--- src/rtl/gray_pkg.sv ---
// ---------------------------------------------------------------------------
// gray_pkg : Gray/binary conversion helpers and filter state type shared by
//            the Gray-code counter and its receiving decoder.  Rev 1.0
// ---------------------------------------------------------------------------
`default_nettype none
`timescale 1ns/1ps

package gray_pkg;

  localparam int GRAY_W = 4;

  typedef enum logic {S_IDLE, S_SETTLE} filt_state_e;

  // Operate on zero-extended 32-bit vectors so any WIDTH <= 32 converts
  // correctly; callers truncate the result back to WIDTH.
  function automatic logic [31:0] bin2gray(input logic [31:0] b);
    return b ^ (b >> 1);
  endfunction

  function automatic logic [31:0] gray2bin(input logic [31:0] g);
    logic [31:0] b;
    b[31] = g[31];
    for (int i = 30; i >= 0; i--) begin
      b[i] = b[i+1] ^ g[i];
    end
    return b;
  endfunction

endpackage

`default_nettype wire

--- src/rtl/gray_step_decoder_sync_ff.sv ---
// ---------------------------------------------------------------------------
// sync_ff : multi-bit flop chain synchroniser with async active-low reset.
//           Rev 1.0
// ---------------------------------------------------------------------------
`default_nettype none
`timescale 1ns/1ps

module sync_ff #(
  parameter int WIDTH  = 4,
  parameter int STAGES = 2
) (
  input  logic             clk,
  input  logic             rst_n,
  input  logic [WIDTH-1:0] d_i,
  output logic [WIDTH-1:0] q_o
);

  logic [WIDTH-1:0] stage_q [STAGES];

  always_ff @(posedge clk or negedge rst_n) begin
    if (!rst_n) begin
      for (int i = 0; i < STAGES; i++) begin
        stage_q[i] <= '0;
      end
    end else begin
      stage_q[0] <= d_i;
      for (int i = 1; i < STAGES; i++) begin
        stage_q[i] <= stage_q[i-1];
      end
    end
  end

  assign q_o = stage_q[STAGES-1];

endmodule

`default_nettype wire

--- src/rtl/gray_step_decoder.sv ---
// ---------------------------------------------------------------------------
// gray_step_decoder : synchronise, debounce and decode an async Gray bus into
//                     up/down/error steps and a signed running position. Rev 1.0
// ---------------------------------------------------------------------------
`default_nettype none
`timescale 1ns/1ps

module gray_step_decoder
  import gray_pkg::*;
#(
  parameter int WIDTH         = GRAY_W,
  parameter int SYNC_STAGES   = 2,
  parameter int STABLE_CYCLES = 4,
  parameter int POS_W         = 8
) (
  input  logic             clk,
  input  logic             rst,
  input  logic [WIDTH-1:0] gray_in,
  input  logic             err_clr,
  output logic [WIDTH-1:0] binary_out,
  output logic             step_valid,
  output logic             step_up,
  output logic             step_err,
  output logic             err_sticky,
  output logic [POS_W-1:0] position
);

  localparam int              CNT_W    = (STABLE_CYCLES > 1) ? $clog2(STABLE_CYCLES) : 1;
  localparam logic [CNT_W-1:0] CNT_LAST = CNT_W'(STABLE_CYCLES - 1);

  logic [WIDTH-1:0] s;
  logic [WIDTH-1:0] nb;
  logic [WIDTH-1:0] delta;

  filt_state_e      state_q, state_d;
  logic [WIDTH-1:0] cand_q, cand_d;
  logic [CNT_W-1:0] cnt_q, cnt_d;
  logic             primed_q, primed_d;
  logic [WIDTH-1:0] bin_q, bin_d;
  logic [POS_W-1:0] pos_q, pos_d;
  logic             valid_q, valid_d;
  logic             up_q, up_d;
  logic             err_q, err_d;
  logic             sticky_q, sticky_d;

  sync_ff #(.WIDTH(WIDTH), .STAGES(SYNC_STAGES)) u_sync (
    .clk   (clk),
    .rst_n (rst),
    .d_i   (gray_in),
    .q_o   (s)
  );

  assign nb    = WIDTH'(gray2bin(32'(cand_q)));
  assign delta = nb - bin_q;

  always_comb begin
    state_d  = state_q;
    cand_d   = cand_q;
    cnt_d    = cnt_q;
    primed_d = primed_q;
    bin_d    = bin_q;
    pos_d    = pos_q;
    valid_d  = 1'b0;
    up_d     = 1'b0;
    err_d    = 1'b0;
    sticky_d = sticky_q;

    case (state_q)
      // An unprimed decoder must settle once even if the bus never moves.
      S_IDLE: begin
        if ((s != cand_q) || !primed_q) begin
          cand_d  = s;
          cnt_d   = '0;
          state_d = S_SETTLE;
        end
      end
      S_SETTLE: begin
        if (s != cand_q) begin
          cand_d = s;
          cnt_d  = '0;
        end else if (cnt_q == CNT_LAST) begin
          state_d = S_IDLE;
          if (!primed_q) begin
            bin_d    = nb;
            primed_d = 1'b1;
          end else if (delta != '0) begin
            bin_d = nb;
            if (delta == WIDTH'(1)) begin
              valid_d = 1'b1;
              up_d    = 1'b1;
              pos_d   = pos_q + POS_W'(1);
            end else if (delta == '1) begin
              valid_d = 1'b1;
              pos_d   = pos_q - POS_W'(1);
            end else begin
              err_d = 1'b1;
            end
          end
        end else begin
          cnt_d = cnt_q + CNT_W'(1);
        end
      end
    endcase

    if (err_d) begin
      sticky_d = 1'b1;
    end else if (err_clr) begin
      sticky_d = 1'b0;
    end
  end

  always_ff @(posedge clk or negedge rst) begin
    if (!rst) begin
      state_q  <= S_IDLE;
      cand_q   <= '0;
      cnt_q    <= '0;
      primed_q <= 1'b0;
      bin_q    <= '0;
      pos_q    <= '0;
      valid_q  <= 1'b0;
      up_q     <= 1'b0;
      err_q    <= 1'b0;
      sticky_q <= 1'b0;
    end else begin
      state_q  <= state_d;
      cand_q   <= cand_d;
      cnt_q    <= cnt_d;
      primed_q <= primed_d;
      bin_q    <= bin_d;
      pos_q    <= pos_d;
      valid_q  <= valid_d;
      up_q     <= up_d;
      err_q    <= err_d;
      sticky_q <= sticky_d;
    end
  end

  assign binary_out = bin_q;
  assign step_valid = valid_q;
  assign step_up    = up_q;
  assign step_err   = err_q;
  assign err_sticky = sticky_q;
  assign position   = pos_q;

endmodule

`default_nettype wire

--- config.mk ---
export PLATFORM = sky130hd
export DESIGN_NAME = gray_step_decoder
export DESIGN_NICKNAME = d
export VERILOG_FILES = /design/src/rtl/gray_pkg.sv /design/src/rtl/gray_step_decoder_sync_ff.sv /design/src/rtl/gray_step_decoder.sv
export SDC_FILE = /design/constraint.sdc
export NUM_CORES = 1
export LEC_CHECK = 0
export ABC_CLOCK_PERIOD_IN_PS = 4510
export CORE_MARGIN = 2
export CORE_UTILIZATION = 50
export CTS_BUF_LIST = sky130_fd_sc_hd__clkbuf_4 sky130_fd_sc_hd__clkbuf_8
export DETAILED_ROUTE_END_ITERATION = 6
export GPL_ROUTABILITY_DRIVEN = 0
export PLACE_DENSITY_LB_ADDON = 0.1
export SYNTH_ARGS = -nofsm -noshare
export SYNTH_HDL_FRONTEND = slang
export SYNTH_SLANG_ARGS = --single-unit
--- constraint.sdc ---
create_clock -name clk -period 4.51 [get_ports clk]
set_input_delay 0.902 -clock clk [delete_from_list [all_inputs] [get_ports clk]]
set_output_delay 0.902 -clock clk [all_outputs]
set_load 0.01 [all_outputs]
==> results.env <==
CLKLATENCYLATEPIN_PS=330
WORST_PATH_DOMINANT_CELL_FAMILY='adder cells'
SKEW_PS=4.48
GRT_SETUP_UNREPAIRED='no'
REMAINING_DRC_ERRORS=0
STATIC_LEAK_uW=0.000876
PATH_MAX_FANOUT=7
DETAILEDROUTE.FIRSTPASSITERATIONCOUNT=4
ANTENNA_FOUND_INITIAL=0
AREA_GROWTH_SYN_TO_LAYOUT_PCT=21.1
MET3_USAGE_PCT=6.06
SETUP_TNS_PS=0
CRITICAL_PATH.MAX_STAGE_DELAY_PS=460
POST-SYNTH-TOP-AREA-CELL='dfrtp_1'
MAXSLEWHEADROOM_PCT=37.4
FINAL.FILL_COUNT=249
GRT_OVERFLOW=0
FIN_AREA_UM2=1880
MOST-COMMON-LAYOUT-CELLS='dfrtp_1, clkdlybuf4s50_1, ha_1, xnor2_1, mux2_1'
WORSTPATHCELLLIST='xor2_2, xor2_1, xnor2_1, ha_1, inv_1, fa_1, xor2_1, or3_4, or2_4, fa_1, a21o_1, a21oi_1, o21bai_1, a21oi_1, xnor2_1, mux2_1'
CRIT-REG2REG-LAUNCH='cand_q[3]'
PLACEDINSTANCEAREA_UM2=1810
DRV_CAP=0
DP_HPWL_UM=1870
POST_ROUTE_CELLS_DRIVE_ABOVE_1_SHARE_PCT=12.3
FINAL.PERIOD_UTILIZATION_PCT=92.1
SYNTH_TOP_CELLS_BY_AREA='dfrtp_1, ha_1, mux2_1, xnor2_1, xor2_1'
CLKSLEWWORSTSETUPHOLDPATHS_PS=110
POWER_PER_CELL_AREA_nW_PER_UM2=276
QUANTITY_OF_HOLD_FIXING_BUFFERS_ADDED_AFTER_CTS=0
IOPINCOUNT=23
NUM_ANTENNA_CELLS=0
SYNTH_SEQ_CELLS=32
HTREEDEPTH=2
YS_SEQ_AREA_SHARE_PCT=51.5
FINALCRITICALPERIOD_PS=4160
SYNTHESIS.AREA_PER_INSTANCE_UM2=12.1
OUTCOME='finished clean'
WORST-ENDPOINT-ARRIVAL_PS=4380
WORST_SETUP_PATH_START_KIND='register'
WORST_IR_DROP_ON_VDD_mV=0.234
NUMBER_OF_SYNTHESIZED_FLOPS_WITH_AN_ENABLE_PIN=0
CHIP_WIDTH_UM=59.8
DRT_FIRST_ITER_VIOLATIONS=27
LAYOUT.NETS=173
POST_DRT_VIA_CELL_RATIO=5.26
YOSYSUNIQUECELLTYPES=36
CRITPATHKIND='register to register'
CP-STARTPOINT='cand_q[3]'
FP.COREAREA_UM2=3000
YS_ASYNC_SR_FRACTION_PCT=100
POST-SYNTH-TOP-AREA-FRACTION_PCT=51.5
CTSROOTBUFFERMASTER='clkbuf_4'
WIRE_PER_INST_UM=12.9
TOTAL_DETAILED_ROUTING_WIRELENGTH_UM=2430
CLOCK_PATH_BUFFERS=2
WORST-PATH-BUF-INV=1
GRT_FIRST_PASS_WIRELENGTH_UM=4310
PLACEMENT_ROWS=20
COMMONEST_NON_FILL_NON_TAP_CELL_IN_THE_LAYOUT='dfrtp_1'
GLOBAL_ROUTE.PEAK_USAGE_LAYER='met2'
VIAS_IN_THE_FIRST_GLOBAL_ROUTE=1007
INITIAL_CORE_UTIL_PCT=51.7
BUFFER_PORTS.INSERTED=22
REQUIRED_TIME_AT_THE_WORST_SLACK_ENDPOINT_PS=4730
CLOCK.FMAX_MHz=241
USE_MET2_PCT=25.5
NUMCLOCKSINKS=32
CRIT_PATH_TOP_DELAY_CELL='dfrtp_1'
CTS_BUFFER_COUNT=5
TIMING_HOLD_VIOLATIONS_FINAL=0
DIEAREA_UM2=3570
P_TOTAL_uW=520
GROUTE.USAGE.OVERALL_PCT=16.5
DRTANTENNAVIOLNETS=0
HOLDCRITPATHCLASS='register to register'
ROUTED-VIA-COUNT=988
CRITPATHCAPTURETYPE='register'
YOSYSWARNINGCOUNT=0
FINAL_UTIL_PCT=62.7
SYNTHESIS.AREA_UM2=1550
LARGEST_NET_DEGREE_AT_THE_START_OF_GLOBAL_ROUTING=22
DOMINANTREGCELLSYNTH='dfrtp_1'
POSTSYNTHNETCOUNT=147
MET1_USAGE_PCT=20.9
FP.DIEH_UM=59.8
POST_SYNTH_INST_COUNT=128
HOLD_PATH.STARTPOINT='u_sync.stage_q[7]'
CTS_TREE='done'
TIMING_MAX_TRANSITION_VIOLATIONS_FINAL=0
SETUP_VIOL=0
WORST_PIN_SLEW_PS=936
[what timing repair did]
action	in CTS	in global routing
resized for setup	0	2
endpoints found under the setup margin	0	2
setup buffers	0	0
[path summary, 6_finish.rpt]
check                                 to  slack (ps)  depth (start not counted)
setup / recovery             position[6]         350                         16
hold / removal             u_sync.q_o[3]         360                          0
setup reg to reg             position[6]         350                         16
hold reg to reg            u_sync.q_o[3]         360                          0
max in group asynchronous        state_q        2720                          2
min in group asynchronous    position[2]        1080                          1
[where the power goes]
group          switching, µW  internal [µW]
clock network            104           61.3
logic                   30.3           27.2
registers               4.17            293
total                    139            381
[metrics by stage]
| stage | hold WS, ps | instances | setup WS (ps) |
|---|---|---|---|
| after floorplan | 331 | 128 | 441 |
| after global placement | 332 | 180 | 391 |
| after detailed placement | 337 | 180 | 207 |
| after CTS | 364 | 188 | 186 |
| after global routing | 367 | 188 | 55.4 |
| final | 360 | 188 | 354 |
[per-layer routing]
| layer | part of all wire [%] | vias up |
|---|---|---|
| li1 | - | 483 |
| met1 | 46 | 483 |
| met2 | 48 | 17 |
| met3 | 3.7 | 5 |
| met4 | 1.6 | 0 |
| met5 | 0 | - |
[logic make-up (layout without fill, tap and decap cells)]
group / count (synthesis) / after routing / share of synthesized area [%]
mux: 11 / 11 / 7.89
xor+xnor: 16 / 16 / 9.02
compound gates: 22 / 22 / 9.10
buf+inv: 14 / 41 / 3.46
flops: 32 / 32 / 51.5
simple gates: 21 / 21 / 8.37
fa+ha+maj: 12 / 12 / 10.6
[final cells by class]
| cell class | instances | area [µm²] | area share [%] |
|---|---|---|---|
| sequential | 32 | 801 | 42.6 |
| multi-input combinational | 82 | 709 | 37.7 |
| timing repair buffer | 24 | 235 | 12.5 |
| tap | 33 | 41.3 | 2.19 |
| clock buffer | 5 | 37.5 | 1.99 |
| inverter | 9 | 33.8 | 1.80 |
| clock inverter | 3 | 23.8 | 1.26 |
[flip-flops by register name, summed over array words and instances (netlist names)]
signal	flops
step_err	1
u_sync.stage_q	4
step_up	1
u_sync.q_o	4
cand_q	4
primed_q	1
err_sticky	1
step_valid	1
binary_out	4
cnt_q	2
state_q	1
position	8
[cells in the mapped netlist (all sizes together), types with 2 or more instances]
cell type / instances
or4: 2
clkbuf: 4
o21ai: 5
inv: 9
ha: 10
mux2: 10
fa: 2
nand2: 4
a21o: 4
dfrtp: 32
xnor2: 9
xor2: 7
nor2: 6
a21oi: 8
Power figures use the tool's default switching activity.
